File: src/rtl/mem_arb_pkg.sv
// Shared types and defaults for the IF/MEM memory port arbiter.
package mem_arb_pkg;

  localparam int unsigned DefAddrW       = 32;
  localparam int unsigned DefDataW       = 32;
  localparam int unsigned DefWaitStates  = 1;
  localparam int unsigned DefStarveLimit = 4;

  typedef enum logic [1:0] {
    IDLE,
    ACCESS,
    RESP
  } arb_state_e;

  typedef enum logic {
    GNT_IF,
    GNT_DM
  } gnt_e;

  // Width of a counter that must hold 0..max_val; never narrower than one bit.
  function automatic int unsigned cnt_width(input int unsigned max_val);
    return (max_val > 0) ? $clog2(max_val + 1) : 1;
  endfunction

endpackage

File: src/rtl/mem_arb_pick.sv
// Grant selection for the memory port arbiter: data has priority over fetch.
// With MEM_ARB_FAIRNESS_EN defined, a starved fetch overrides that priority.
module mem_arb_pick
  import mem_arb_pkg::*;
(
  input  logic if_req,
  input  logic dm_req,
`ifdef MEM_ARB_FAIRNESS_EN
  input  logic starved,
`endif
  output gnt_e gnt
);

  // Pick the winner among the pending requests.
  always_comb begin
    gnt = dm_req ? GNT_DM : GNT_IF;
`ifdef MEM_ARB_FAIRNESS_EN
    if (if_req && dm_req && starved) begin
      gnt = GNT_IF;
    end
`endif
  end

endmodule

File: src/rtl/mem_port_arbiter.sv
// Single-port memory arbiter between instruction fetch and the memory stage.
// One access at a time, WAIT_STATES extra access cycles, registered rdata and
// one-cycle valid pulses. Optional fetch anti-starvation: MEM_ARB_FAIRNESS_EN.
module mem_port_arbiter
  import mem_arb_pkg::*;
#(
  parameter int unsigned ADDR_W       = DefAddrW,
  parameter int unsigned DATA_W       = DefDataW,
  parameter int unsigned WAIT_STATES  = DefWaitStates,
  parameter int unsigned STARVE_LIMIT = DefStarveLimit
) (
  input  logic              clk,
  input  logic              rst_n,
  input  logic              if_req,
  input  logic [ADDR_W-1:0] if_addr,
  output logic [DATA_W-1:0] if_rdata,
  output logic              if_valid,
  input  logic              dm_req,
  input  logic              dm_we,
  input  logic [ADDR_W-1:0] dm_addr,
  input  logic [DATA_W-1:0] dm_wdata,
  output logic [DATA_W-1:0] dm_rdata,
  output logic              dm_valid,
  output logic              stall_if,
  output logic              stall_mem,
  output logic [ADDR_W-1:0] mem_addr,
  output logic [DATA_W-1:0] mem_wdata,
  output logic              mem_MR,
  output logic              mem_MW,
  input  logic [DATA_W-1:0] mem_rdata
);

  localparam int unsigned CntW = cnt_width(WAIT_STATES);

  arb_state_e        state_q, state_d;
  gnt_e              gnt_q, gnt_d, pick_gnt;
  logic              we_q, we_d;
  logic [ADDR_W-1:0] addr_q, addr_d;
  logic [DATA_W-1:0] wdata_q, wdata_d;
  logic [CntW-1:0]   cnt_q, cnt_d;
  logic [DATA_W-1:0] if_rdata_q, if_rdata_d;
  logic [DATA_W-1:0] dm_rdata_q, dm_rdata_d;
  logic              if_valid_q, if_valid_d;
  logic              dm_valid_q, dm_valid_d;

`ifdef MEM_ARB_FAIRNESS_EN
  localparam int unsigned StreakW = cnt_width(STARVE_LIMIT);

  logic [StreakW-1:0] streak_q, streak_d;
  logic               starved;

  assign starved = (streak_q == StreakW'(STARVE_LIMIT));
`endif

  mem_arb_pick u_pick (
    .if_req  (if_req),
    .dm_req  (dm_req),
`ifdef MEM_ARB_FAIRNESS_EN
    .starved (starved),
`endif
    .gnt     (pick_gnt)
  );

  // Next-state logic: grant in IDLE, count wait states in ACCESS, pulse in RESP.
  always_comb begin
    state_d    = state_q;
    gnt_d      = gnt_q;
    we_d       = we_q;
    addr_d     = addr_q;
    wdata_d    = wdata_q;
    cnt_d      = cnt_q;
    if_rdata_d = if_rdata_q;
    dm_rdata_d = dm_rdata_q;
    if_valid_d = 1'b0;
    dm_valid_d = 1'b0;
`ifdef MEM_ARB_FAIRNESS_EN
    streak_d   = streak_q;
`endif
    unique case (state_q)
      IDLE: begin
        if (if_req || dm_req) begin
          gnt_d   = pick_gnt;
          wdata_d = dm_wdata;
          cnt_d   = CntW'(WAIT_STATES);
          state_d = ACCESS;
          if (pick_gnt == GNT_DM) begin
            addr_d = dm_addr;
            we_d   = dm_we;
          end else begin
            addr_d = if_addr;
            we_d   = 1'b0;
          end
`ifdef MEM_ARB_FAIRNESS_EN
          // Count data grants that bypassed a waiting fetch; saturate, never wrap.
          if (pick_gnt == GNT_IF || !if_req) begin
            streak_d = '0;
          end else if (streak_q != '1) begin
            streak_d = streak_q + StreakW'(1);
          end
`endif
        end
      end
      ACCESS: begin
        if (cnt_q == '0) begin
          state_d = RESP;
          if (gnt_q == GNT_IF) begin
            if_valid_d = 1'b1;
            if (!we_q) if_rdata_d = mem_rdata;
          end else begin
            dm_valid_d = 1'b1;
            if (!we_q) dm_rdata_d = mem_rdata;
          end
        end else begin
          cnt_d = cnt_q - CntW'(1);
        end
      end
      RESP: begin
        state_d = IDLE;
      end
      default: begin
        state_d = IDLE;
      end
    endcase
  end

  // State and datapath registers; reset discards any in-flight access.
  always_ff @(posedge clk) begin
    if (!rst_n) begin
      state_q    <= IDLE;
      gnt_q      <= GNT_IF;
      we_q       <= 1'b0;
      addr_q     <= '0;
      wdata_q    <= '0;
      cnt_q      <= '0;
      if_rdata_q <= '0;
      dm_rdata_q <= '0;
      if_valid_q <= 1'b0;
      dm_valid_q <= 1'b0;
`ifdef MEM_ARB_FAIRNESS_EN
      streak_q   <= '0;
`endif
    end else begin
      state_q    <= state_d;
      gnt_q      <= gnt_d;
      we_q       <= we_d;
      addr_q     <= addr_d;
      wdata_q    <= wdata_d;
      cnt_q      <= cnt_d;
      if_rdata_q <= if_rdata_d;
      dm_rdata_q <= dm_rdata_d;
      if_valid_q <= if_valid_d;
      dm_valid_q <= dm_valid_d;
`ifdef MEM_ARB_FAIRNESS_EN
      streak_q   <= streak_d;
`endif
    end
  end

  // Memory strobes: MR spans the whole read access, MW only on its last cycle.
  always_comb begin
    mem_addr  = addr_q;
    mem_wdata = wdata_q;
    mem_MR    = (state_q == ACCESS) && !we_q;
    mem_MW    = (state_q == ACCESS) && we_q && (cnt_q == '0);
  end

  assign if_rdata  = if_rdata_q;
  assign dm_rdata  = dm_rdata_q;
  assign if_valid  = if_valid_q;
  assign dm_valid  = dm_valid_q;
  assign stall_if  = if_req & ~if_valid_q;
  assign stall_mem = dm_req & ~dm_valid_q;

endmodule

File: config.mk
export PLATFORM = sky130hd
export DESIGN_NAME = mem_port_arbiter
export DESIGN_NICKNAME = d
export VERILOG_FILES = /design/src/rtl/mem_arb_pkg.sv /design/src/rtl/mem_arb_pick.sv /design/src/rtl/mem_port_arbiter.sv
export SDC_FILE = /design/constraint.sdc
export NUM_CORES = 1
export LEC_CHECK = 0
export ABC_AREA = 1
export BUFFER_PORTS_ARGS = -buffer_cell sky130_fd_sc_hd__buf_4
export CAP_MARGIN = 30
export CORE_MARGIN = 2
export CORE_UTILIZATION = 42
export CTS_CLUSTER_DIAMETER = 200
export CTS_CLUSTER_SIZE = 12
export DETAILED_ROUTE_END_ITERATION = 10
export PLACE_DENSITY = 0.73
export SLEW_MARGIN = 20
export SYNTH_ARGS = -nofsm -noshare
export SYNTH_HDL_FRONTEND = slang
export SYNTH_SLANG_ARGS = --single-unit
File: constraint.sdc
create_clock -name clk -period 1.3 [get_ports clk]
set_clock_uncertainty 0.15 [all_clocks]
set_input_delay 0.325 -clock clk [delete_from_list [all_inputs] [get_ports clk]]
set_output_delay 0.325 -clock clk [all_outputs]
set_load 0.1 [all_outputs]
==> results.md, run 1 <==
## Floorplan
• **starting utilization of the core area** 0.4325
• **die span in x** 118.2 microns
• **die height** 118.2 microns
• **number of placed I/O pins** 267
• **number of placement rows** 41

## Run status
• **outcome** aborted with a tool error
• **Stop Error** [ERROR DPL-0033] detailed placement checks failed during check placement.
• **stage at which the flow ended** global routing (5_1_grt)

## CTS
• **number of buffers created by CTS** 17
• **Sink Count** 135
• **worst-case clock buffer depth** 2
• **Root Buffer** sky130_fd_sc_hd__clkbuf_16
• **count of H-tree levels built during CTS** 4

## Yosys
• **post-synthesis register bit count** 135
• **Synth Net Count** 931
• **Cell Area, Synth** 5480 sq um
• **sequential fraction of the synthesis area** 0.4932
• **synthesized area divided by synthesized cell count** 6.867 sq um
• **Post-Synthesis Cells** 798
• **number of distinct library cells after synthesis** 18
• **cell types occupying the most area after synthesis** sky130_fd_sc_hd__dfxtp_1, sky130_fd_sc_hd__nor2_1, sky130_fd_sc_hd__nand2_1, sky130_fd_sc_hd__nand3_1, sky130_fd_sc_hd__o21ai_0
• **share of the synthesized area in the top cell type** 0.4932
• **number of warnings reported in the yosys synthesis log** 0
• **library cell with the largest summed area after synthesis** sky130_fd_sc_hd__dfxtp_1

## Place
• **# port buffers** 266
• **number of cells in the design after placement** 1214
• **worst setup slack before clock tree synthesis** -0.1556 ns
• **HPWL Detailed** 11990 microns
• **Placer Congestion** 0.8227

## Timing
• **type of pin the worst path ends at** top-level output
• **last reported worst endpoint of the global-route repair pass** mem_MW

## Global route
• **antenna violations before repair** 0
• **pin count of the biggest net entering global routing** 43

[per-stage QoR]
step           area (sq um)  TNS (ns)
2_1_floorplan          5728   -0.8241
3_3_place_gp           8011    -7.413
3_5_place_dp           8011    -10.95
4_1_cts               11740    -45.42
[synthesized netlist by cell type]
library cell,number
sky130_fd_sc_hd__nor2_1,261
sky130_fd_sc_hd__inv_2,4
sky130_fd_sc_hd__nor2_4,4
sky130_fd_sc_hd__dfxtp_1,135
sky130_fd_sc_hd__nand2_1,165
sky130_fd_sc_hd__nor2_2,2
sky130_fd_sc_hd__buf_2,17
sky130_fd_sc_hd__nand3b_4,1
sky130_fd_sc_hd__nand3_1,66
sky130_fd_sc_hd__buf_1,6
sky130_fd_sc_hd__clkbuf_1,20
sky130_fd_sc_hd__o21ai_0,54
sky130_fd_sc_hd__a21oi_1,4
sky130_fd_sc_hd__nor3_1,2
sky130_fd_sc_hd__o21ai_1,10
sky130_fd_sc_hd__o21ai_4,1
sky130_fd_sc_hd__inv_1,37
sky130_fd_sc_hd__buf_4,9
[repair_timing]
action / CTS
pin swaps: 43
setup endpoints to repair: 256
gates cloned: 21
hold buffers: 6
gates resized for setup: 576
buffers inserted: 32
hold endpoints to repair: 6
[cell families after synthesis]
family | Yosys count | synth area share
compound gates | 69 | 0.06507
flops | 135 | 0.4932
buf+inv | 93 | 0.07374
simple gates | 501 | 0.3680
==> run 2, diff against run 1 <==
CORE_UTILIZATION = 32   (was 42)
CTS_CLUSTER_DIAMETER = unset   (was 200)
CTS_CLUSTER_SIZE = unset   (was 12)
PLACE_DENSITY = unset   (was 0.73)
PLACE_DENSITY_LB_ADDON = 0.15   (was unset)
clock period = 1.7 ns   (was 1.3 ns; I/O delays follow)
==> results.md, run 2 <==
## Run status
• **outcome** complete, but fails checks
• **violated checks** negative setup slack

## Detailed routing
• **DRT Wirelength** 16730 microns
• **first drt pass iteration count** 4
• **remaining antenna violation count after routing** 0
• **drt drc** 0
• **Routed WL per cell** 12.97 microns
• **vias after detailed routing** 5646
• **DRC marker count from the first detailed-route iteration** 183
• **vias per inst** 4.377

## Floorplan
• **die outline area** 18190 sq um
• **area inside the core boundary** 16640 sq um
• **die span in x** 134.9 microns, +14%
• **die height** 134.9 microns, +14%
• **number of placed I/O pins** 267, unchanged
• **starting utilization of the core area** 0.3293, -0.1032
• **number of placement rows** 47, +15%

## Place
• **Placer Congestion** 0.7629, -7.3%
• **HPWL Detailed** 12140 microns, +1.3%
• **# port buffers** 266, unchanged
• **number of cells in the design after placement** 1254, +3.3%
• **total cell area at the placement stage** 7811 sq um, -2.5%

## Critical path
• **end of the critical path** mem_MW
• **peak per-stage delay on the critical path** 0.33 ns
• **critical path launch point type** flip-flop
• **Worst path top cell family by delay** flip-flops
• **FF-to-FF path depth** 8
• **largest fanout on the critical path** 2
• **CP Data Required Time** 1.12 ns
• **worst flop-to-flop path startpoint** cnt_q
• **CP cell instances** nand3b_4 > nor2_4 > buf_12
• **worst setup path startpoint** cnt_q
• **Worst Setup End Kind** output pin
• **combined buffer and inverter count along the critical path** 1
• **number of stages on the worst setup path** 3
• **endpoint of the lowest-slack register-to-register path** if_rdata[26]
• **register-to-register setup slack** 0.08 ns
• **slowest library cell on the worst path** sky130_fd_sc_hd__dfxtp_4
• **arrival time reported for the critical path endpoint** 1.20 ns
• **critical path class** reg -> out

## Yosys
• **number of distinct library cells after synthesis** 18, unchanged
• **Most used DFF post-synth** sky130_fd_sc_hd__dfxtp_1
• **Post-synth EDFFs** 0, unchanged
• **leading cell type by number of instances after synthesis** sky130_fd_sc_hd__nor2_1
• **Cell Area, Synth** 5480 sq um, unchanged
• **top cells by count, synth** sky130_fd_sc_hd__nor2_1, sky130_fd_sc_hd__nand2_1, sky130_fd_sc_hd__dfxtp_1
• **Synth Net Count** 931, unchanged
• **async set or reset register ratio after synthesis** 0, unchanged
• **library cell with the largest summed area after synthesis** sky130_fd_sc_hd__dfxtp_1
• **cell types occupying the most area after synthesis** sky130_fd_sc_hd__dfxtp_1, sky130_fd_sc_hd__nor2_1, sky130_fd_sc_hd__nand2_1, sky130_fd_sc_hd__nand3_1, sky130_fd_sc_hd__o21ai_0
• **Post-Synthesis Cells** 798, unchanged
• **synthesized area divided by synthesized cell count** 6.867 sq um, unchanged
• **post-synthesis register bit count** 135, unchanged
• **sequential fraction of the synthesis area** 0.4932, unchanged
• **share of the synthesized area in the top cell type** 0.4932, unchanged
• **number of warnings reported in the yosys synthesis log** 0, unchanged

## CTS
• **TritonCTS clock tree** built
• **count of H-tree levels built during CTS** 4, unchanged
• **later-pin clock latency in the skew report** 0.41 ns
• **worst-case clock buffer depth** 2, unchanged
• **Sink Count** 135, unchanged
• **Reg clk slew, reported paths** 0.06 ns
• **Root Buffer** sky130_fd_sc_hd__clkbuf_16
• **number of buffers created by CTS** 17, unchanged
• **hold buffer count at cts** 0, -6

## Timing
• **final hold viol count** 0
• **Fmax achieved** 0.5624 GHz
• **final worst path period share** 1.046
• **unrepaired setup endpoints after global routing** true
• **worst setup margin** -0.07820 ns
• **shortest clock period the worst path allows after layout** 1.778 ns
• **Final setup violation count** 2
• **pin slew with the least headroom to its limit** 0.3164 ns
• **max-slew violations** 0
• **Max-slew headroom** 0.7891
• **accumulated negative setup slack** -0.1325 ns
• **Hold Worst Slack** 0.08745 ns

## Power
• **VDD IR-drop max** 0.6808 mV
• **relative contribution of the clock network to total power** 0.337
• **share of power burned in registers** 0.314
• **combinational fraction of design power** 0.349
• **total internal power** 6.998 mW
• **leakage power total** 4.277 nW
• **total power density per cell area** 1356 nW/um^2
• **total power** 11.62 mW
• **switching power summed over all nets** 4.617 mW
• **net switching fraction of the power** 0.3975

## Finish
• **flip-flop and latch area** 2716 sq um
• **leading cell type in the layout, fill and taps excluded** sky130_fd_sc_hd__buf_4
• **# fillers** 1723
• **Final #Nets** 1190
• **share of post-route cells with drive strength above 1** 0.3224
• **Inserted Diodes** 0
• **Layout Cells excl Fill** 1290
• **P&R area growth vs syn** 56.28%
• **commonest non-fill, non-tap cells in the layout** sky130_fd_sc_hd__buf_4, sky130_fd_sc_hd__nor2_1, sky130_fd_sc_hd__nand2_1
• **multi-input gate area in the final layout** 2416 sq um
• **Layout Cell Area excl Fill** 8564 sq um

## Global route
• **total overflow reported by the global router** 0
• **number of global-route vias before repair** 5349
• **antenna violations before repair** 0
• **pin count of the biggest net entering global routing** 65
• **global-route wire length before repair** 26520 microns
• **GRT Overall Usage** 0.1864

## Hold path
• **min-delay worst type** in -> reg

## Flow run
• **Maximum Capacitance Violations** 0

==> run 2: cell counts after synthesis <==
No cell type changed its count.
==> run 2: final cells by class <==
cell class / instances / share of cell area
clock inverter: 11 / 0.02001
inverter: 41 / 0.01826
clock buffer: 21 / 0.05376
tap: 220 / 0.03214
multi-input combinational: 570 / 0.2821
sequential: 135 / 0.3172
timing repair buffer: 292 / 0.2766
==> run 2: metrics by stage <==
stage,setup WS [ns],util
floorplan,-0.2288,-
global placement,0.03786,0.4694
detailed placement,0.02764,0.4694
CTS,-0.1107,0.5122
global route,-0.1422,0.5146
finish,-0.07820,0.5146
==> run 2: worst min-delay path by stage <==
stage / start / endpoint / slack [ns] / cells past startpoint
floorplan: gnt_q / if_valid / 0.33 / 1
finish: dm_wdata[4] / mem_wdata[4] / 0.09 / 3
global route: dm_wdata[8] / mem_wdata[8] / 0.08 / 3
global placement: mem_addr[8] / mem_addr[8] / 0.31 / 2
detailed placement: mem_wdata[0] / mem_wdata[0] / 0.32 / 2
CTS: dm_wdata[4] / mem_wdata[4] / 0.07 / 3
==> run 2: tightest hold or removal path: stages <==
cell                      delay, ns
sky130_fd_sc_hd__buf_4         0.08
sky130_fd_sc_hd__o21ai_1       0.05
sky130_fd_sc_hd__nor2_1        0.07
==> run 2: timing repair <==
action / in CTS / in global routing
endpoints found under the setup margin: 5 / 10
pin swaps: 0 / 1
resized for setup: 19 / 9
buffers inserted: 3 / 1
==> run 2: logic make-up after synthesis <==
kind of cell | synth area share
buffers and inverters | 0.07374
DFF | 0.4932
AOI/OAI and AO/OA | 0.06507
and+or+nand+nor | 0.3680
==> run 2: per-layer routing <==
layer  routed length [microns]  track usage
met1                      7134       0.2255
met2                      7714       0.2981
met3                      1611      0.07207
met4                       267      0.07485
met5                         0            0
==> run 2: power by group through the flow <==
stage	Combinational, mW	Sequential [mW]	Clock, mW
4_1_cts	4.06	3.65	4.00
3_3_place_gp	4.03	3.70	0
6_report	4.05	3.65	3.91
3_5_place_dp	4.03	3.71	0
2_1_floorplan	0.891	5.82	0
5_1_grt	4.28	3.69	4.14
No activity file was read; power rests on OpenSTA's default activity.
